===== config.mk =====
export PLATFORM = sky130hd
export DESIGN_NAME = led_fader_flat
export DESIGN_NICKNAME = d
export VERILOG_FILES = /design/src/rtl/led_fader_if.sv /design/src/rtl/led_fader.sv /design/src/flat_wrapper.sv
export SDC_FILE = /design/constraint.sdc
export NUM_CORES = 1
export LEC_CHECK = 0
export BUFFER_PORTS_ARGS = -buffer_cell sky130_fd_sc_hd__buf_2
export CAP_MARGIN = 20
export CORE_MARGIN = 4
export CORE_UTILIZATION = 58
export DETAILED_ROUTE_END_ITERATION = 12
export PLACE_DENSITY = 0.77
export RECOVER_POWER = 100
export SLEW_MARGIN = 20
export SYNTH_ARGS = -nofsm -noshare
export SYNTH_HDL_FRONTEND = slang
export SYNTH_SLANG_ARGS = --single-unit

===== constraint.sdc =====
create_clock -name clk_i -period 3.69 [get_ports clk_i]
set_input_delay 0.5535 -clock clk_i [delete_from_list [all_inputs] [get_ports clk_i]]
set_output_delay 0.5535 -clock clk_i [all_outputs]
set_load 0.05 [all_outputs]

===== src/rtl/led_fader_if.sv =====
// Bundles the LED fader's pin-side signals.
//   led_i        : requested LED level (driven by master)
//   brightness_i : full-on duty ceiling (driven by master)
//   led_o        : registered PWM drive to the pin
//   duty_o       : current ramp duty
//   busy_o       : ramp has not yet reached its target
interface led_fader_if #(
  parameter int unsigned PwmWidth = 8
);
  logic                led_i;
  logic [PwmWidth-1:0] brightness_i;
  logic                led_o;
  logic [PwmWidth-1:0] duty_o;
  logic                busy_o;

  modport master (
    output led_i, brightness_i,
    input  led_o, duty_o, busy_o
  );

  modport slave (
    input  led_i, brightness_i,
    output led_o, duty_o, busy_o
  );
endinterface


===== src/rtl/led_fader.sv =====
// LED output stage: linear brightness fade toward led_i ? brightness_i : 0,
// one duty step per prescaler tick, rendered by a PWM generator whose duty
// is only updated at period boundaries.
//   clk_i : clock
//   rst_i : synchronous active-high reset
//   bus   : led_fader_if slave (led_i, brightness_i in; led_o, duty_o, busy_o out)
module led_fader #(
  parameter int unsigned PwmWidth = 8,
  parameter int unsigned RampDiv  = 1000
) (
  input logic        clk_i,
  input logic        rst_i,
  led_fader_if.slave bus
);

  localparam int unsigned PrescWidth = (RampDiv > 1) ? $clog2(RampDiv) : 1;
  localparam logic [PwmWidth-1:0]   DutyMax   = '1;
  localparam logic [PrescWidth-1:0] PrescLast = PrescWidth'(RampDiv - 1);

  logic [PwmWidth-1:0]   pwm_cnt_q, pwm_cnt_d;
  logic [PrescWidth-1:0] presc_q, presc_d;
  logic [PwmWidth-1:0]   duty_q, duty_d;
  logic [PwmWidth-1:0]   duty_act_q, duty_act_d;
  logic                  led_q, led_d;
  logic [PwmWidth-1:0]   target_c;
  logic                  tick_c;
  logic                  wrap_c;

  // Next-state logic for counters, ramp, shadow duty and pin drive.
  always_comb begin
    target_c   = bus.led_i ? bus.brightness_i : '0;
    tick_c     = (presc_q == PrescLast);
    wrap_c     = (pwm_cnt_q == DutyMax);
    presc_d    = tick_c ? '0 : presc_q + PrescWidth'(1);
    pwm_cnt_d  = pwm_cnt_q + PwmWidth'(1);
    duty_d     = duty_q;
    if (tick_c) begin
      if (duty_q < target_c) begin
        duty_d = duty_q + PwmWidth'(1);
      end else if (duty_q > target_c) begin
        duty_d = duty_q - PwmWidth'(1);
      end
    end
    // Shadow takes the pre-tick duty on the wrap cycle, so a pulse is never cut.
    duty_act_d = wrap_c ? duty_q : duty_act_q;
    // All-ones duty is held solid high so full brightness has no dropout.
    led_d      = (duty_act_q == DutyMax) || (pwm_cnt_q < duty_act_q);
  end

  // State registers.
  always_ff @(posedge clk_i) begin
    if (rst_i) begin
      pwm_cnt_q  <= '0;
      presc_q    <= '0;
      duty_q     <= '0;
      duty_act_q <= '0;
      led_q      <= 1'b0;
    end else begin
      pwm_cnt_q  <= pwm_cnt_d;
      presc_q    <= presc_d;
      duty_q     <= duty_d;
      duty_act_q <= duty_act_d;
      led_q      <= led_d;
    end
  end

  assign bus.led_o  = led_q;
  assign bus.duty_o = duty_q;
  assign bus.busy_o = (duty_q != target_c);

endmodule


===== src/flat_wrapper.sv =====
// flat-port wrapper written by rule: the top's interface ports become plain ports
module led_fader_flat 
#(
  parameter int unsigned PwmWidth = 8,
  parameter int unsigned RampDiv  = 1000
)
  (clk_i, rst_i, bus_led_i, bus_brightness_i, bus_led_o, bus_duty_o, bus_busy_o);
  led_fader_if #(.PwmWidth(PwmWidth)) bus_i ();
  input logic clk_i;
  input logic rst_i;
  input wire logic [$bits(bus_i.led_i)-1:0] bus_led_i;
  input wire logic [$bits(bus_i.brightness_i)-1:0] bus_brightness_i;
  output wire logic [$bits(bus_i.led_o)-1:0] bus_led_o;
  output wire logic [$bits(bus_i.duty_o)-1:0] bus_duty_o;
  output wire logic [$bits(bus_i.busy_o)-1:0] bus_busy_o;
  assign bus_i.led_i = bus_led_i;
  assign bus_i.brightness_i = bus_brightness_i;
  assign bus_led_o = bus_i.led_o;
  assign bus_duty_o = bus_i.duty_o;
  assign bus_busy_o = bus_i.busy_o;
  led_fader #(.PwmWidth(PwmWidth), .RampDiv(RampDiv)) u_core (.clk_i(clk_i), .rst_i(rst_i), .bus(bus_i));
endmodule

==> impl_table.tex <==
\begin{tabular}{lr}
\hline
Metric & Value \\
\hline
\multicolumn{2}{l}{\textbf{Routing}} \\
\quad Total wirelength of the detailed-routed design & around 3800 um \\
\quad Routed length per placed instance & $\sim$13 um \\
\quad Vias per Instance & 5.33 \\
\quad DRT antenna net count & 0 \\
\quad Number of optimization iterations in the first detailed-route pass & 4 \\
\quad Via count of the routed design & between 1,500 and 2,000 \\
\quad Iteration-0 DRC Markers & 51 \\
\quad Detailed-route DRC error count & 0 \\
\multicolumn{2}{l}{\textbf{Logic synthesis}} \\
\quad Post-Synthesis Cells & 226 \\
\quad Sequential share of the synthesized area & 0.348 \\
\quad Cell taking the most area after synthesis & dfxtp\_1 \\
\quad Synthesis-stage register bit count & 35 \\
\quad Most area-consuming cells after synthesis & dfxtp\_1 35\%, ha\_1 14\%, nor2\_1 7.3\%, mux2i\_1 7.0\%, xnor2\_1 4.4\% \\
\quad Number of distinct standard cells referenced by the synthesized netlist & 38 \\
\quad Share of async-settable or async-resettable flops after synthesis & 0 \\
\quad Top FF cell, synth & dfxtp\_1 \\
\quad Post-Synthesis Net Count & 261 \\
\quad YS warnings & 0 \\
\quad Number of enable-type register cells in the synthesized netlist & 0 \\
\quad Post-Syn Area per Cell & $\sim$8.9 um2 \\
\quad Combined area of all synthesized cells & 2010 um2 \\
\quad Share of the synthesized area in the top cell type & 0.348 \\
\multicolumn{2}{l}{\textbf{Clock tree}} \\
\quad Total number of H-tree levels & 2 \\
\quad Clock tree from TritonCTS & yes \\
\quad Clk\_lat worst skew & 0.33 ns \\
\quad Cts bufs inserted & 5 \\
\quad Post-CTS setup buffer count & 0 \\
\quad Number of buffers on the longest clock path & 2 \\
\quad Total of hold buffers inserted after clock tree synthesis & 0 \\
\quad Clock sink count & 35 \\
\quad Clock-pin slew of the registers on the worst-case setup and hold paths & roughly 0.10 ns \\
\quad PostCTS Resize Cnt & 0 \\
\quad Cell chosen for the clock root & clkbuf\_4 \\
\multicolumn{2}{l}{\textbf{Floorplanning}} \\
\quad Horizontal die dimension & 66.9 um \\
\quad Rows & 21 \\
\quad Total I/O pin count & 21 \\
\quad Starting utilization of the core area & 0.603 \\
\quad Floorplan die area & 4480 um2 \\
\quad DIE HEIGHT & 66.9 um \\
\quad Area inside the core boundary & around 3300 um2 \\
\multicolumn{2}{l}{\textbf{Timing}} \\
\quad Fmax & around 300 MHz \\
\quad Worst clock skew on the final layout & 0.00552 ns \\
\quad Count of endpoints failing setup in the final report & 0 \\
\quad Fin worst setup slack & 0.392 ns \\
\quad Worst-case headroom to the max-slew limit & 0.162 \\
\quad Final period demand of the worst path & 3.30 ns \\
\quad Max-slew violation total from the final report & 0 \\
\quad Fin. Hold Viols & 0 \\
\quad Worst-Margin Slew & 1.26 ns \\
\quad Total negative setup slack & 0 ns \\
\quad Setup repair after global routing missed its margin & false \\
\quad Post-route fraction of the period consumed by the critical path & 0.894 \\
\multicolumn{2}{l}{\textbf{GRT}} \\
\quad Vias in the first global route & 1,409 \\
\quad Grt total ovfl & 0 \\
\quad Total global-route track usage & 0.189 \\
\quad Number of antenna violations at the first check in global routing & 0 \\
\quad Wire length of the first global-routing pass & between 6000 and 7000 um \\
\quad Largest net degree at the start of global routing & 30 \\
\multicolumn{2}{l}{\textbf{Critical path}} \\
\quad Crit-path max FO & 10 \\
\quad Type of element capturing the critical path & flip-flop \\
\quad Startpoint type of the worst setup path & flip-flop \\
\quad Launch point of the worst reg-to-reg path & u\_core.bus.duty\_o[1]\$\_SDFFE\_PP0P\_ \\
\quad Chain of cells forming the critical path & ha\_1, nor2b\_1, o211ai\_2, a21boi\_1, nand2b\_1, ha\_1, a21o\_1, a21oi\_1, o31a\_1, nor2\_1, a21oi\_1, or4b\_1 \\
\quad Worst reg2reg path depth & 12 \\
\quad Type of the setup path with the least slack & reg2reg \\
\quad Data arrival time of the critical path & 3.51 ns \\
\quad Start point of the critical path & u\_core.bus.duty\_o[1]\$\_SDFFE\_PP0P\_ \\
\quad Worst reg-to-reg setup slack & 0.39 ns \\
\quad Worst setup path endpoint & u\_core.bus.duty\_o[7]\$\_SDFFE\_PP0P\_ \\
\quad Data required time at the worst endpoint & about 3.9 ns \\
\quad Slowest stage cell, crit path & dfxtp\_1 \\
\quad Largest stage delay on the critical path & 0.49 ns \\
\quad FF-to-FF End & u\_core.bus.duty\_o[7]\$\_SDFFE\_PP0P\_ \\
\multicolumn{2}{l}{\textbf{Flow run}} \\
\quad Maximum capacitance violations & 0 \\
\multicolumn{2}{l}{\textbf{Finish}} \\
\quad Filler instances & 298 \\
\quad Most frequent cells in the layout & 41 x nor2\_1, 35 x dfxtp\_1, 23 x ha\_1 \\
\quad Utilization after layout & 0.658 \\
\quad Share of cells above drive strength 1 & 0.0803 \\
\quad Leading cell type in the layout, fill and taps excluded & nor2\_1 \\
\quad Antenna diodes & 0 \\
\quad Area delta synth->final & 9.01\% \\
\quad Cell area after layout & 2190 um2 \\
\quad Number of nets in the layout & 284 \\
\multicolumn{2}{l}{\textbf{Power}} \\
\quad Power per cell area & 334 nW/um2 \\
\quad Worst VDD drop & 0.244 mV \\
\quad Leakage power & 0.855 nW \\
\multicolumn{2}{l}{\textbf{Placed design}} \\
\quad Final RePlAce weighted congestion & between 0.7 and 0.8 \\
\quad Sum of net half-perimeters after detailed placement & 2830 um \\
\quad Post-DP Area & between 2000 and 2500 um2 \\
\quad Pre-CTS worst setup slack & 0.106 ns \\
\quad Number of buffers added on ports & 20 \\
\multicolumn{2}{l}{\textbf{Status}} \\
\quad Run status & complete, no violations \\
\multicolumn{2}{l}{\textbf{Min path}} \\
\quad Class of the tightest hold or removal check & reg2reg \\
\hline
\end{tabular}
-- critical path, delay by kind of cell, from the launching register on --
kind                     cells  cell delay, ns
AO/OA/AOI/OAI                6            1.06
AND/OR/NAND/NOR              4            0.98
adder cells (fa/ha/maj)      2            0.66
flip-flops                   1            0.49
-- report_power, final --
group	switching, mW	internal, mW
registers	0.00677	0.385
clock network	0.124	0.140
logic	0.0476	0.0312
-- kinds of logic after synthesis --
logic type	count (synthesis)	share of synthesized area
XOR/XNOR	18	0.0783
buffers and inverters	15	0.0280
AO/OA/AOI/OAI	28	0.0932
flip-flops	35	0.348
AND/OR/NAND/NOR	92	0.230
adder cells (fa/ha/maj)	24	0.153
multiplexers	14	0.0696
-- per-stage QoR --
stage	hold slack, ns	instances	total power [mW]
floorplan	0.413	226	0.461
global placement	0.426	288	0.478
detailed placement	0.437	288	0.480
CTS	0.452	295	0.743
global route	0.471	295	0.771
finish	0.447	295	0.734
-- Yosys cell counts, types with 3 or more instances --
cell,number
inv_1,10
mux2i_1,14
dfxtp_1,35
xnor2_1,10
ha_1,23
nand2b_1,4
a21oi_1,14
nand4_1,3
nor2_1,39
nand2_1,16
clkbuf_1,3
nand3_1,9
nor2b_1,4
and4_1,3
xor2_1,8
o21ai_0,4
-- layout make-up --
type	instances	area, um2	area share
Sequential cell	35	701	0.319
Timing Repair Buffer	21	90.1	0.0410
Multi-Input combinational cell	176	1240	0.564
Inverter	10	37.5	0.0171
Clock inverter	1	30.0	0.0137
Tap cell	46	57.6	0.0262
Clock buffer	6	41.3	0.0188
-- metal layers --
layer  routed length (um)  up-vias  track usage  part of all wire
met3                  108        7       0.0523             0.029
li1                     -      828            -                 -
met2                 1780       20        0.298              0.47
met1                 1840      717        0.250              0.49
met4                   44        0       0.0532             0.012
met5                    0        -            0                 0
-- how the worst min path moves through the flow --
stage               depth (start not counted)                            to                          from
floorplan                                   1  u_core.presc_q[0]$_SDFF_PP0_  u_core.presc_q[0]$_SDFF_PP0_
global placement                            1  u_core.presc_q[0]$_SDFF_PP0_  u_core.presc_q[0]$_SDFF_PP0_
detailed placement                          1  u_core.presc_q[0]$_SDFF_PP0_  u_core.presc_q[0]$_SDFF_PP0_
CTS                                         1  u_core.presc_q[0]$_SDFF_PP0_  u_core.presc_q[0]$_SDFF_PP0_
global route                                1  u_core.presc_q[0]$_SDFF_PP0_  u_core.presc_q[0]$_SDFF_PP0_
finish                                      1  u_core.presc_q[0]$_SDFF_PP0_  u_core.presc_q[0]$_SDFF_PP0_
-- sequential cells by signal, indices dropped and copies added (netlist names) --
| name | flops |
|---|---|
| u_core.bus.duty_o | 8 |
| u_core.bus.led_o | 1 |
| u_core.duty_act_q | 8 |
| u_core.presc_q | 10 |
| u_core.pwm_cnt_q | 8 |
Power figures use the tool's default switching activity.
